`src/rtl/uart_pkg.sv`:
```
// uart_pkg: shared ASCII constants, hex-parser state encoding and hex decode helper
package uart_pkg;
  localparam logic [7:0] SPACE = 8'h20;
  localparam logic [7:0] TAB = 8'h09;
  localparam logic [7:0] LF = 8'h0A;
  localparam logic [7:0] CR = 8'h0D;
  typedef enum logic [1:0] {IDLE, DIGITS, SKIP} state_t;
  // returns {is_digit, nibble}; nibble is 0 for non-digits
  function automatic logic [4:0] hexvalue(input logic [7:0] b);
    return (b >= 8'h30 && b <= 8'h39) ? {1'b1, b[3:0]} :
           ((b >= 8'h61 && b <= 8'h66) || (b >= 8'h41 && b <= 8'h46)) ? {1'b1, b[3:0] + 4'd9} :
           5'd0;
  endfunction
endpackage

```
`src/rtl/ascii_classify.sv`:
```
// ascii_classify: combinational byte classifier for hex digits and whitespace terminators
module ascii_classify
  import uart_pkg::*;
(
  input  logic [7:0] c,
  output logic       is_digit,
  output logic [3:0] nibble,
  output logic       is_space,
  output logic       is_newline
);
  assign {is_digit, nibble} = hexvalue(c);
  assign is_space = (c == SPACE) || (c == TAB);
  assign is_newline = (c == LF) || (c == CR);
endmodule

```
`src/rtl/uart_rx_hexparse.sv`:
```
// uart_rx_hexparse: accumulates ASCII hex tokens from a UART byte stream into 32-bit words
module uart_rx_hexparse
  import uart_pkg::*;
#(
  parameter int MAX_DIGITS = 8
) (
  input  logic        clk,
  input  logic        reset,
  input  logic        uart_rxd_strobe,
  input  logic [7:0]  uart_rxd,
  output logic        strobe,
  output logic [31:0] data,
  output logic [3:0]  len,
  output logic        space,
  output logic        newline,
  output logic        error
);
  state_t state_q, state_d;
  logic [31:0] acc_q, acc_d, data_q, data_d;
  logic [3:0] count_q, count_d, len_q, len_d, nibble;
  logic strobe_q, strobe_d, error_q, error_d, space_q, space_d, newline_q, newline_d;
  logic is_digit, is_space, is_newline, is_term;
  ascii_classify u_cls (
    .c(uart_rxd), .is_digit(is_digit), .nibble(nibble),
    .is_space(is_space), .is_newline(is_newline)
  );
  assign is_term = is_space || is_newline;
  always_comb begin
    state_d = state_q;
    acc_d = acc_q;
    count_d = count_q;
    data_d = data_q;
    len_d = len_q;
    space_d = space_q;
    newline_d = newline_q;
    strobe_d = 1'b0;
    error_d = 1'b0;
    if (uart_rxd_strobe) begin
      case (state_q)
        IDLE: begin
          if (is_digit) begin
            acc_d = 32'(nibble);
            count_d = 4'd1;
            state_d = DIGITS;
          end else if (!is_term) begin
            error_d = 1'b1;
            state_d = SKIP;
          end
        end
        DIGITS: begin
          if (is_digit && count_q != 4'(MAX_DIGITS)) begin
            acc_d = {acc_q[27:0], nibble};
            count_d = count_q + 4'd1;
          end else if (is_term) begin
            data_d = acc_q;
            len_d = count_q;
            space_d = is_space;
            newline_d = is_newline;
            strobe_d = 1'b1;
            state_d = IDLE;
          end else begin
            error_d = 1'b1;
            state_d = SKIP;
          end
        end
        SKIP: state_d = is_term ? IDLE : SKIP;
        default: state_d = IDLE;
      endcase
    end
  end
  always_ff @(posedge clk) begin
    if (reset) begin
      state_q <= IDLE;
      acc_q <= '0;
      count_q <= '0;
      data_q <= '0;
      len_q <= '0;
      space_q <= 1'b0;
      newline_q <= 1'b0;
      strobe_q <= 1'b0;
      error_q <= 1'b0;
    end else begin
      state_q <= state_d;
      acc_q <= acc_d;
      count_q <= count_d;
      data_q <= data_d;
      len_q <= len_d;
      space_q <= space_d;
      newline_q <= newline_d;
      strobe_q <= strobe_d;
      error_q <= error_d;
    end
  end
  assign strobe = strobe_q;
  assign data = data_q;
  assign len = len_q;
  assign space = space_q;
  assign newline = newline_q;
  assign error = error_q;
endmodule

```
`config.mk`:
```
export PLATFORM = sky130hd
export DESIGN_NAME = uart_rx_hexparse
export DESIGN_NICKNAME = d
export VERILOG_FILES = /design/src/rtl/uart_pkg.sv /design/src/rtl/ascii_classify.sv /design/src/rtl/uart_rx_hexparse.sv
export SDC_FILE = /design/constraint.sdc
export NUM_CORES = 1
export LEC_CHECK = 0
export CAP_MARGIN = 20
export CORE_ASPECT_RATIO = 1.5
export CORE_MARGIN = 2
export CORE_UTILIZATION = 55
export CTS_BUF_LIST = sky130_fd_sc_hd__clkbuf_8
export DETAILED_ROUTE_END_ITERATION = 7
export PLACE_DENSITY_LB_ADDON = 0.12
export SLEW_MARGIN = 20
export SYNTH_ARGS = -nofsm -noshare
export SYNTH_HDL_FRONTEND = slang
export SYNTH_SLANG_ARGS = --single-unit
```
`constraint.sdc`:
```
create_clock -name clk -period 2.9 [get_ports clk]
set_input_delay 0.87 -clock clk [delete_from_list [all_inputs] [get_ports clk]]
set_output_delay 0.87 -clock clk [all_outputs]
set_load 0.02 [all_outputs]
```
==> flow_metrics.tcl, run 1 <==
set metrics [dict create \
    min-delay-start "acc_q[30]" \
    number_of_global_route_vias_before_repair 2668 \
    cts_hold_repair.buffers 0 \
    max_freq_mhz 366.0 \
    rr_endpoint "acc_q[22]" \
    design.core.area_mm2 0.005786 \
    regToRegSetupSlack_ps 770 \
    area_growth_pct 24.32 \
    yosys.area_share.simple_pct 24.17 \
    swShare_pct 24.03 \
    numCtsBuffers 9 \
    wl_per_cell_um 13.10 \
    path_cells "clkdlybuf4s50_1 > inv_1 > ha_1 > or3b_1 > and4_4 > nor4_1 > buf_4 > nor3_2" \
    synthesized_area_fraction_occupied_by_ao_oa_aoi_and_oai_cells_pct 17.59 \
    layout.cells.most_common_list "107 x nand2_1, 78 x dfxtp_1, 76 x a21oi_1" \
    clockPowerShare_pct 37.6 \
    final_number_of_max_transition_violations 0 \
    clkTransAtPathRegs_ps 80 \
    drc 0 \
    synth_edf_count 0 \
    postSynthNetCount 419 \
    static-leakage-power_uw 0.001361 \
    timing.critical_path.slowest_cell_delay_ps 500 \
    crit_path_start "uart_rxd[0]" \
    power.ir.vdd_worst_mv 0.2830 \
    worst_clock_skew_ps 7.875 \
    proportion_of_power_drawn_by_combinational_gates_pct 6.0 \
    netSwitchingPower_uw 459.5 \
    track_usage_pct 22.89 \
    cts_setup_buffers 0 \
    worstHoldEndpoint "acc_q[30]" \
    syn_area_mm2 0.003287 \
    effective_utilization_at_floorplan_pct 56.81 \
    routed-via-count 2873 \
    rsz0062_at_grt "false" \
    routed_wirelength_um 6970 \
    cts_sinks 78 \
    rows 34 \
    worstHoldPathCells 2 \
    power.density_cell_area_mw_per_mm2 467.9 \
    final_hold_viol_count 0 \
    power.sequential.fraction_pct 56.4 \
    h-tree-depth 3 \
    numPortBuffers 50 \
    post-route-util_pct 70.63 \
    intPower_uw 1453 \
    layout.cells.most_common "nand2_1" \
    synth_warnings 0 \
    yosys.area_share.xor_xnor_pct 0 \
    criticalPathCategory "in -> reg" \
    timing_worst_slew_pin_value_ps 668.7 \
    grt_overflow_total 0 \
    worst_hold_path_type "reg -> reg" \
    synth.distinct_cells 46 \
    end_kind "flop" \
    combinational_family_with_the_most_area_after_synthesis "simple AND/OR/NAND/NOR gates" \
    drt_pass1_iterations 7 \
    grt_pass1_wl_um 11870 \
    synthFlopType "dfxtp_1" \
    netlist_instances 399 \
    grt_antenna_before_repair 0 \
    place_congestion 0.8758 \
    die-width_um 67.12 \
    setup_viol 0 \
    fin_total_pwr_uw 1912 \
    syn-mean-instance-area_um2 8.238 \
    num-nets-final 475 \
    synth-seq-area-share_pct 47.51 \
    post-dp-hpwl_um 4782 \
    timing.max_slew.rel_slack_pct 54.72 \
    regToRegStartpoint "state_q[1]" \
    share_of_post_route_cells_with_drive_strength_above_1_pct 11.30 \
    die-area_mm2 0.006623 \
    maxCapViolCount 0 \
    ant_nets 0 \
    finalWorstPathRequiredPeriod_ps 2732 \
    worst-r2r-cell-count 9 \
    drt-vias-per-instance 5.400 \
    cts_tree "yes" \
    drt-initial-drc-count 280 \
    antenna_cells_inserted 0 \
    critPathSlowestCell "nor4_1" \
    status "finished clean" \
    boundaryPins 51 \
    cts-root-buf "clkbuf_8" \
    layout_worst_path_cycle_share_pct 94.22 \
    synthMuxAreaShare_pct 0 \
    worst-path-max-fanout 4 \
    ys_seq_elements 78 \
    worst_skew_pair.late_latency_ps 350 \
    proportion_of_synthesized_flip_flops_having_asynchronous_set_or_reset_pct 0 \
    worst-endpoint-required_ps 3130 \
    grt_max_degree 36 \
    critPathLaunchType "input pin" \
    synth_fa_ha_area_share_pct 3.426 \
    ctsLongestPathBuffers 2 \
    critical_path_arrival_ps 2960 \
    dieHeight_um 98.68 \
    postCtsResizedCells 0 \
]
-- synthesized netlist by cell type (all sizes together), types with 2 or more instances --
cell,n,share of area (%)
ha,9,3.4
buf,18,4.7
nor3,4,1.3
clkbuf,10,1.1
inv,13,1.5
o21a,2,0.46
o21ai,6,0.91
nand2,107,12
nand3b,2,0.46
nand3,34,5.2
nor4,2,0.84
o32ai,2,0.53
or3,2,0.38
a211oi,2,0.61
nor2b,2,0.38
a21oi,77,12
nor2,10,1.4
dfxtp,78,48
nand4b,2,0.53
-- flip-flops by register name, indices dropped and copies added (netlist names) --
register / count
acc_q: 32
count_q: 4
data: 32
error: 1
len: 4
newline: 1
space: 1
state_q: 2
strobe: 1
-- cell type report --
type,count,area [um^2]
clock buffer,10,137.6
timing repair buffer,73,718.2
tap,72,90.09
inverter,13,48.80
clock inverter,6,37.54
sequential,78,1562
fill,514,1699
multi-input combinational,280,1493
-- critical path, delay by kind of cell --
kind | cells | cell delay [ps]
adders and majority gates | 1 | 180
buffers and inverters | 3 | 780
and+or+nand+nor | 4 | 1130
-- worst max path at each step --
stage                  to  slack, ps  cells after the start
3_5_place_dp      data[4]       -140                     10
2_1_floorplan  count_q[0]        550                      8
3_3_place_gp     acc_q[3]        -60                      8
5_1_grt           data[4]         50                     10
6_report         acc_q[3]        170                      8
4_1_cts          acc_q[3]        180                      8
-- layer usage --
layer	wire (um)	share of wire [%]	global-route usage [%]
met5	0	0	0
met4	182	2.6	10.83
met3	348	5.0	5.137
met2	3516	50	36.56
met1	2922	42	28.80
-- power groups by stage --
stage                     Clock, uW  Sequential (uW)  Combinational [uW]
after global placement            0             1100                 111
after global routing            774             1080                 126
after CTS                       731             1080                 114
after detailed placement          0             1100                 113
after floorplan                   0             1100                66.1
final                           720             1080                 115
-- metrics by stage --
| step | setup slack [ps] | std cells | instance area, um^2 | hold WS (ps) | TNS, ps |
|---|---|---|---|---|---|
| 2_1_floorplan | 552.6 | 399 | 3287 | 432.1 | 0 |
| 3_3_place_gp | -62.50 | 516 | 3911 | 438.5 | -1284 |
| 5_1_grt | 49.22 | 532 | 4086 | 476.5 | 0 |
| 4_1_cts | 182.8 | 532 | 4086 | 453.8 | 0 |
| 6_report | 167.6 | 532 | 4086 | 453.0 | 0 |
| 3_5_place_dp | -137.3 | 516 | 3911 | 443.2 | -4466 |
-- kinds of logic (layout without fill, tap and decap cells) --
group	count (synthesis)	in the layout
AOI/OAI and AO/OA	100	100
adders and majority gates	9	9
DFF	78	78
buffers and inverters	41	102
and+or+nand+nor	171	171
Power figures use the tool's default switching activity.
==> run 2: changes to the inputs <==
Settings changed: SLEW_MARGIN 20 to 30.
==> results of run 2 <==
Same layout as run 1: the final DEF is identical, and so are final timing and power.
==> RTL edit, RTL diff (settings of run 2) <==
The output `strobe` loses its register stage (`strobe_q` becomes a continuous assignment).
--- a/src/rtl/uart_rx_hexparse.sv
+++ b/src/rtl/uart_rx_hexparse.sv
@@ -79,3 +79,2 @@
       newline_q <= 1'b0;
-      strobe_q <= 1'b0;
       error_q <= 1'b0;
@@ -89,3 +88,2 @@
       newline_q <= newline_d;
-      strobe_q <= strobe_d;
       error_q <= error_d;
@@ -93,2 +91,4 @@
   end
+
+  assign strobe_q = strobe_d;
   assign strobe = strobe_q;
Function: changed (Yosys sat finds a counterexample within 4 cycles, from zero or initial values and one cycle with reset high).
==> RTL edit against run 2 <==
The flow now finishes with violations (setup timing). Area after synthesis rose by 4.9%. Count of clock-buffer cells in the layout fell by 1. Design area rose by 8.5%. Sequential cell count fell by 1. Worst hold slack improved by 0.0011 ns. Non-clock buffer count rose by 15. Routed wire length rose by 18%. Core utilization rose by 2.2 points. Setup slack got worse by 0.35 ns. Sequential share of layout area fell by 3.5 points. Final cell count rose by 2.3%. Total power rose by 8.7%. Global-route usage rose by 3.4 points. Register-to-register slack improved by 0.08 ns. Critical path type is now input pin to output port. Largest cell class is now multi-input gates.
==> RTL edit: results <==
export IMPL_status="complete, but fails checks"
export IMPL_violations="setup timing"
export IMPL_final_nets=486
export IMPL_yosysSeqAreaShare=0.4472
export IMPL_grt_start_max_net_pins=69
export IMPL_dp_slack_ns=-1.201
export IMPL_critPathSlowestCell="or4b_4"
export IMPL_setup_viol=1
export IMPL_viasPerCell=5.993
export IMPL_final_layout_size_suffix_gt1_frac=0.1660
export IMPL_gp_congestion=0.7969
export IMPL_drt_wirelength_per_cell_um=15.06
export IMPL_hp_start="acc_q[31]"
export IMPL_place_hpwl_mm=5.351
export IMPL_cp_max_fo=2
export IMPL_p_leak_nw=1.494
export IMPL_layout_setup_ws_ns=-0.1784
export IMPL_clk_pin_slew_worst_paths_ns=0.07
export IMPL_grt_usage=0.2629
export IMPL_finalClockSkew_ns=0.008251
export IMPL_syn_num_nets=431
export IMPL_synth_common_cells="dfxtp_1 (77), a21oi_1 (72), nand4_1 (37), o31ai_1 (37), nand3_1 (32)"
export IMPL_cpPeakStageDelay_ns=0.52
export IMPL_vdd_ir_drop_max_uv=276.8
export IMPL_drt_first_pass_iters=4
export IMPL_rr_startpoint="count_q[0]"
export IMPL_fill_cells=493
export IMPL_cts_root_buf="clkbuf_8"
export IMPL_grt_first_pass_wirelength_mm=14.12
export IMPL_synth_distinct_cells=39
export IMPL_crit_path_start="uart_rxd[4]"
export IMPL_grt_pass1_vias=3102
export IMPL_drtIter0Drc=286
export IMPL_tightest_slew_ns=0.7339
export IMPL_synth_area_leaders="dfxtp_1 (45%), a21oi_1 (10%), o31ai_1 (8.1%)"
## RTL edit: cell types whose count changed in the layout (fill, tap and decap cells not counted), moves of 6 or more
cell                    run 2  this run
clkdlybuf4s50_1            49        40
inv_1                      14         8
o31ai_1                     0        37
nand4_1                     1        37
buf_4                      19        36
nand2_1                   107        30
nor3_1                      1         7
## RTL edit: path summary, 6_finish.rpt
check,to,depth (start not counted),slack [ns]
setup / recovery,strobe,6,-0.18
hold / removal,acc_q[31],2,0.45
setup reg to reg,count_q[3],7,0.85
hold reg to reg,acc_q[31],2,0.45
## RTL edit: power groups by stage
stage	Sequential [mW]	Clock (mW)	Combinational [mW]
detailed placement	1.09	0	0.145
finish	1.06	0.869	0.144
global route	1.07	0.934	0.159
floorplan	1.09	0	0.0808
global placement	1.09	0	0.142
CTS	1.06	0.889	0.144
## RTL edit: area by class of cell
cell class | count | area (sq um) | area share
timing repair buffer | 88 | 780.7 | 0.1760
clock inverter | 6 | 87.58 | 0.01975
multi-input combinational | 280 | 1759 | 0.3966
tap | 74 | 92.59 | 0.02087
inverter | 10 | 50.05 | 0.01128
sequential | 77 | 1541 | 0.3475
clock buffer | 9 | 123.9 | 0.02793
## RTL edit: what timing repair did
| item | in CTS | in global routing |
|---|---|---|
| endpoints found under the setup margin | 63 | 1 |
| resized for setup | 38 | 0 |
| setup buffers | 2 | 0 |
| pin swaps | 6 | 1 |
| hold endpoints to repair | 0 | 0 |
## RTL edit: kinds of logic (layout without fill, tap and decap cells)
kind of cell / count (synthesis) / in the layout / share of synthesized area
compound gates: 136 / 136 / 0.2428
flops: 77 / 77 / 0.4472
buf+inv: 54 / 113 / 0.06570
mux: 1 / 1 / 0.003267
simple gates: 134 / 134 / 0.2083
fa+ha+maj: 9 / 9 / 0.03267
## RTL edit: worst max-delay path, delay by kind of cell
family,cells,cell delay [ns]
compound gates,1,0.18
buf+inv,2,0.22
simple gates,3,0.93
## RTL edit: per-stage QoR
stage	cells	setup TNS, ns	hold slack (ns)	util	area, sq um
after global placement	527	-25.66	0.4425	0.6923	4214
after floorplan	411	-0.1370	0.4322	-	3513
after detailed placement	527	-30.38	0.4464	0.6923	4214
after global routing	544	-0.2166	0.4766	0.7287	4436
after CTS	544	-0.2066	0.4588	0.7287	4436
final	544	-0.1784	0.4542	0.7287	4436
## RTL edit: metal layers
| metal | part of all wire | vias up | GRT usage |
|---|---|---|---|
| li1 | - | 1640 | - |
| met1 | 0.42 | 1545 | 0.3239 |
| met2 | 0.53 | 65 | 0.4438 |
| met3 | 0.036 | 10 | 0.05140 |
| met4 | 0.017 | 0 | 0.09385 |
| met5 | 0 | - | 0 |
